[config.mk]
export PLATFORM = sky130hd
export DESIGN_NAME = shift_rows_stream
export DESIGN_NICKNAME = d
export VERILOG_FILES = /design/src/rtl/shift_rows_stream.sv
export SDC_FILE = /design/constraint.sdc
export NUM_CORES = 1
export LEC_CHECK = 0
export ABC_CLOCK_PERIOD_IN_PS = 3700
export CAP_MARGIN = 20
export CORE_UTILIZATION = 52
export CTS_CLUSTER_DIAMETER = 150
export DETAILED_ROUTE_END_ITERATION = 6
export PLACE_DENSITY = 0.86
export SYNTH_ARGS = -nofsm -noshare
export SYNTH_HDL_FRONTEND = slang
export SYNTH_SLANG_ARGS = --single-unit
[constraint.sdc]
create_clock -name clk -period 3.7 [get_ports clk]
set_input_delay 0.74 -clock clk [delete_from_list [all_inputs] [get_ports clk]]
set_output_delay 0.74 -clock clk [all_outputs]
set_load 0.02 [all_outputs]
[src/rtl/shift_rows_stream.sv]
// Rijndael ShiftRows / InvShiftRows stage for Nb = 4, 6 or 8 columns.
// Each beat carries its own mode, and the registered output sits behind a one-entry skid buffer.
module shift_rows_stream #(
    parameter int NB    = 4,
    parameter int TAG_W = 4
) (
    input  logic              clk,
    input  logic              rst_n,
    input  logic [32*NB-1:0]  data_in,
    input  logic [1:0]        mode_in,
    input  logic [TAG_W-1:0]  tag_in,
    input  logic              in_valid,
    output logic              in_ready,
    output logic [32*NB-1:0]  data_out,
    output logic [TAG_W-1:0]  tag_out,
    output logic              out_valid,
    input  logic              out_ready
);
    localparam int W = 32 * NB;

    generate
        if (NB != 4 && NB != 6 && NB != 8) begin : g_bad_nb
            $error("shift_rows_stream: NB must be 4, 6 or 8");
        end
    endgenerate

    typedef enum logic [1:0] {
        EMPTY = 2'b00,
        ONE   = 2'b10,
        FULL  = 2'b11
    } state_t;

    state_t             state_q;
    state_t             state_n;
    logic [W-1:0]       xf;
    logic [W-1:0]       skid_data;
    logic [TAG_W-1:0]   skid_tag;
    logic               accept;
    logic               load_in;
    logic               load_skid;
    logic               take_skid;

    // Row 2 and row 3 shift by one extra position in 256-bit blocks
    function automatic int shift(input int r);
        if (NB == 8) return (r < 2) ? r : r + 1;
        return r;
    endfunction

    always_comb begin
        int src;
        xf  = data_in;
        src = 0;
        for (int c = 0; c < NB; c++) begin
            for (int r = 0; r < 4; r++) begin
                unique case (mode_in)
                    2'b00:   src = (c + shift(r)) % NB;
                    2'b01:   src = (c + NB - shift(r)) % NB;
                    default: src = c;
                endcase
                xf[W-1-8*(4*c+r) -: 8] = data_in[W-1-8*(4*src+r) -: 8];
            end
        end
    end

    assign accept    = in_valid & in_ready;
    assign out_valid = (state_q != EMPTY);

    always_comb begin
        state_n   = state_q;
        load_in   = 1'b0;
        load_skid = 1'b0;
        take_skid = 1'b0;
        unique case (state_q)
            EMPTY: begin
                if (accept) begin
                    load_in = 1'b1;
                    state_n = ONE;
                end
            end
            ONE: begin
                if (out_ready) begin
                    load_in = accept;
                    state_n = accept ? ONE : EMPTY;
                end else if (accept) begin
                    load_skid = 1'b1;
                    state_n   = FULL;
                end
            end
            FULL: begin
                if (out_ready) begin
                    take_skid = 1'b1;
                    state_n   = ONE;
                end
            end
            default: state_n = EMPTY;
        endcase
    end

    always_ff @(posedge clk or negedge rst_n) begin
        if (!rst_n) begin
            state_q  <= EMPTY;
            in_ready <= 1'b0;
        end else begin
            state_q  <= state_n;
            in_ready <= (state_n != FULL);
        end
    end

    always_ff @(posedge clk or negedge rst_n) begin
        if (!rst_n) begin
            data_out  <= '0;
            tag_out   <= '0;
            skid_data <= '0;
            skid_tag  <= '0;
        end else begin
            if (take_skid) begin
                data_out <= skid_data;
                tag_out  <= skid_tag;
            end else if (load_in) begin
                data_out <= xf;
                tag_out  <= tag_in;
            end
            if (load_skid) begin
                skid_data <= xf;
                skid_tag  <= tag_in;
            end
        end
    end

endmodule

* After elaboration in Yosys (flattened, before gate mapping)
Index checks and enable logic that the tools add are counted.
Storage, ports and cells: output and inout port bits 134, register bits 267, word-level logic and storage cells 81
Cells by class: mux-type cells 29, bitwise operators 1, add/sub/neg operators 24, shifts and indexed selects 12, reductions and logical operators 5, equality and inequality tests 4
Operators by type and width (count):
- $shiftx A135 B32 Y8 | 10
- $sub A8 B32 Y32 const A | 10
- $shiftx A135 B9 Y8 | 2
- $mux W128 | 2
- $add A29 B3 Y29 const B | 7
- $add A29 B2 Y29 const B | 3
- $pmux W2 S2 | 8
- $mux W2 | 9
- $sub A7 B8 Y9 const A | 2
- $mux W4 | 2
- $mux W1 | 6
- $pmux W2 S3 | 1
- $add A4 B1 Y5 const B | 1
- $add A4 B2 Y5 const B | 1
- $eq A2 B2 Y1 const B | 2
- $logic_not A2 Y1 | 2
- $reduce_bool A2 Y1 | 2
- $eq A2 B1 Y1 const B | 1
- $ne A2 B2 Y1 const B | 1
- $pmux W1 S2 | 1
- $reduce_or A2 Y1 | 1
- $and A1 B1 Y1 | 1

* Logic depth before layout (Yosys ltp)
depth in word-level cells 8, gate-level depth with buffers 6, mapped depth without buffers 3

* Least setup slack after synthesis
OpenSTA, ideal clock, no wires.
kind input to register, start in mode_in[1], end reg data_out[104], stages on the path 5, data arrival time 1.810 ns, buffers on the path 2, path slack 1.766 ns, library setup time 0.125 ns, data required time 3.575 ns, cells stage by stage buf_6 -> buf_6 -> mux2_4 -> mux2_2 -> mux2_2
On the way: word-level cells in the longest chain between the ends 8
RTL lines:
- start: declaration | RTL line 10 | input logic [1:0] mode_in,
- $eq A2 B1 Y1 or $logic_not A2 Y1 (tied branches) | RTL line 55 | unique case (mode_in)
- $reduce_or A2 Y1 (no line) *
- $mux W2 * | RTL line 55
- $add A4 B2 Y5 * | RTL line 60 | xf[W-1-8*(4*c+r) -: 8] = data_in[W-1-8*(4*src+r) -: 8];
- $sub A7 B8 Y9 * | RTL line 60
- $shiftx A135 B9 Y8 * | RTL line 60
- $mux W128 * | RTL line 119 | end else if (load_in) begin
- $mux W128 * | RTL line 116 | if (take_skid) begin
- end signal: assignment | RTL line 117 | data_out <= skid_data;
- end: declaration | RTL line 14 | output logic [32*NB-1:0] data_out,
Mark *: on every way between the ends. The rest lies on a longest branch, timed or not. The select of a mux whose other input is x is not followed. A chain may end at the register's enable or synchronous reset.

* Worst setup path after layout
start reg state_q[0], end out out_valid
On the way: word-level cells in the longest chain between the ends 1
RTL lines:
- start: declaration | RTL line 33 | state_t state_q;
- start signal: assignment | RTL line 104 | state_q <= state_n;
- $reduce_bool A2 Y1 | RTL line 66 | assign out_valid = (state_q != EMPTY);
- end: declaration | RTL line 16 | output logic out_valid,
Every way passes these cells.

==> summary.md <==
The run finished, with violations left. The checks that failed: design-rule violations. The die outline height came out at 165 µm. STA classifies the critical path endpoint as an output port. After filler insertion, the fill cell instance count of the layout stands at 1,908. The number of setup buffers added after CTS is 0. Dividing the detail-routed via count by the number of cells gives 6.43. In this design, the stage delay of the slowest critical-path cell is 570 ps. For the hold violation total from the final report, the log shows 0.

The worst hold path belongs to the class input pin to async pin. In the post-synthesis netlist, the biggest area contributors are sky130_fd_sc_hd__dfrtp_1, sky130_fd_sc_hd__mux2_2, sky130_fd_sc_hd__a31oi_1. The tools report the placer's final routability congestion estimate as 0.897. The die footprint is 27,400 µm². The worst setup path is launched from a register. Based on the critical path, the design can be clocked at up to 374 MHz. The net count of the mapped netlist was 1,437. In this run the remaining antenna-violating nets after routing total 0. The global-route usage over all layers was 31.5%; the horizontal die dimension was 165 µm. The final route contains 11,895 vias. Summing all multi-input logic gate instances after layout gives 6570 µm². Input and output buffers added on the ports amount to 271. The number of clock buffers added by TritonCTS is 29.

The number of buffers and inverters on the critical path is 1, and the portion of synthesized cell area occupied by the leading cell type is 48.1%. The post-route clock period utilization was 72.3%. For the core footprint, the log shows 26,100 µm². In this run, distinct cell masters in the synthesized netlist total 26.

The logs give 11,488 for the number of global-route vias before repair and 0 for the overflow left after global routing. Synthesis produced a netlist whose cell count is 1,299. Of all flip-flops after synthesis, the portion carrying an async set or reset was 100%. After detailed routing, the number of remaining DRC violations is 28. The H-tree depth came out at 1. Relative to the synthesized area, the layout overhead comes to 27.0%. In the final layout, the share of cells above drive strength 1 is 18.7%. Number of hold-repair buffers added at the cts stage: 0.

The signal on the critical path passes through or2_2 > clkdlybuf4s50_1. Across the whole layout, storage elements account for 6680 µm². The worst-path cell with the longest stage delay was sky130_fd_sc_hd__clkdlybuf4s50_1. IR analysis of the VDD net gives a maximum drop of 0.364 mV. The slew at the pin closest to its max-slew limit is 911 ps, and the worst max-slew margin expressed relative to the limit is 39.2%.

Once the floorplan was initialized, standard cells occupied 53.1% of the core. For the cell area after technology mapping, the log shows 13,900 µm². The largest area contributor in the netlist was sky130_fd_sc_hd__dfrtp_1.

The clock sink count was 267; the mean instance size in the synthesized netlist was 10.7 µm². Setup repair after global routing left no endpoint under its margin. TritonCTS built the clock tree. Once layout is complete, the utilization of the core stands at 67.5%. Max-slew violation total from the final report: 0. For the top-level I/O count, the log shows 272. The number of cells after detailed placement was 1,793.

Setup violations remaining at the end of the flow were counted as 0. Between clock sinks in the finished design, the worst skew comes to 11.9 ps. Entering global routing, the biggest net connects 164 pins. After synthesis, flip-flops and latches occupy 48.1% of the total area. Yosys printed 0 warnings. Before antenna repair, the detailed router went through 7 iterations. Broken down by cell family, the worst path's largest delay share belongs to buffers and inverters. For the total design power, the log shows 11.3 mW. Synthesis inferred 267 register bits. The tools report the number of buffers between clock root and the deepest sink as 3. The clock reaches the later pin of the worst-skew pair after 540 ps. The final period demand of the worst path came out at 2680 ps. Sorting the synthesized cells by how often they occur yields sky130_fd_sc_hd__dfrtp_1, sky130_fd_sc_hd__a31oi_1, sky130_fd_sc_hd__o21ai_0. The total routed wirelength came out at 43,400 µm.

Number of instances resized during post-cts repair: 0. The synthesized design contains 0 enable-type register cells. For this run, the post-layout net count is 1,629. Clock tree synthesis selected as its root buffer the cell sky130_fd_sc_hd__clkbuf_16. After the first detailed-routing iteration, the DRC count stood at 1,541. For this run, the number of standard cells in the final layout without fillers is 1,850. The first global-routing pass estimated 66,100 µm of wire. Count of max-cap constraint violations: 0.

Leading cell type by number of instances after synthesis: sky130_fd_sc_hd__dfrtp_1. The logs give 0 ps for the total negative setup slack and 2960 ps for the required time of the critical path. Along the worst path, the maximum fanout reaches 7. The half-perimeter wire length after placement is 27,100 µm, and the clock transition at the registers of the reported paths is 60 ps.

Data on the critical path arrives at its endpoint at 1940 ps. The most used flip-flop cell after synthesis is sky130_fd_sc_hd__dfrtp_1. The number of antenna violations at the first check in global routing is 4. The average wire per cell in the routed design is 23.4 µm. The analysis attributes to cell leakage a power of 7.05 nW. Kind of critical path: register to output port. The power density normalized to cell area is 639 nW/µm². The initialized floorplan defines 59 standard-cell rows.
[layout by cell type (no fill, tap or decap), types with 7 or more instances in the layout]
cell,count
sky130_fd_sc_hd__nand2_1,137
sky130_fd_sc_hd__o211ai_1,64
sky130_fd_sc_hd__o21ai_0,170
sky130_fd_sc_hd__a31oi_1,200
sky130_fd_sc_hd__o21ai_1,23
sky130_fd_sc_hd__mux2_2,132
sky130_fd_sc_hd__mux2_4,68
sky130_fd_sc_hd__nand2b_1,64
sky130_fd_sc_hd__clkbuf_8,7
sky130_fd_sc_hd__mux2_1,28
sky130_fd_sc_hd__clkbuf_16,29
sky130_fd_sc_hd__clkdlybuf4s50_1,268
sky130_fd_sc_hd__buf_4,13
sky130_fd_sc_hd__dfrtp_1,267
sky130_fd_sc_hd__buf_12,8
sky130_fd_sc_hd__clkinv_2,8
[registers in the layout (all words and copies together) (netlist names)]
| signal | count |
|---|---|
| skid_tag | 4 |
| tag_out | 4 |
| skid_data | 128 |
| in_ready | 1 |
| data_out | 128 |
| state_q | 2 |
[cells by family after synthesis]
kind of cell / after synthesis / synth area share, %
compound gates: 458 / 19.5
flops: 267 / 48.1
simple gates: 211 / 7.21
mux: 228 / 20.3
buf+inv: 135 / 4.87
[layout make-up]
cell class	count	area share, %
diodes	4	0.0568
clock buffers	40	4.75
clock inverters	11	0.490
inverters	2	0.0426
multi-input cells	897	37.2
flip-flops and latches	267	37.9
well taps	335	2.38
repair buffers	294	17.2
[path summary, 6_finish.rpt]
path,start,to,slack [ps],cells after the start
setup / recovery,state_q[0],out_valid,1020,2
hold / removal,rst_n,data_out[90],230,1
setup reg to reg,state_q[0],data_out[6],1510,4
hold reg to reg,skid_data[42],skid_data[42],490,1
max in group asynchronous,rst_n,data_out[11],2570,2
min in group clk,skid_data[42],skid_data[42],490,1
[layer usage]
metal  share of wire (%)  GRT usage, %  vias up
met2                  47          48.8      725
met5                   0             0        -
met3                  11          6.29      110
met1                  38          42.4     5886
li1                    -             -     5174
met4                 4.5          15.0        0
[where the power goes]
group / switching, mW / internal (mW) / leakage [nW] / total (mW)
clock: 1.19 / 1.64 / 0.463 / 2.83
sequential: 0.653 / 3.94 / 3.09 / 4.60
combinational: 1.97 / 1.88 / 3.49 / 3.85
total: 3.82 / 7.46 / 7.05 / 11.3
[metrics by stage]
stage / setup slack (ps) / hold slack [ps] / area, µm²
2_1_floorplan: 1770 / 444 / 13900
3_3_place_gp: 905 / 462 / 16600
3_5_place_dp: 823 / 472 / 16600
4_1_cts: 1010 / 266 / 17600
5_1_grt: 959 / 300 / 17600
6_report: 1020 / 227 / 17600
(Power assumes the default switching activity.)
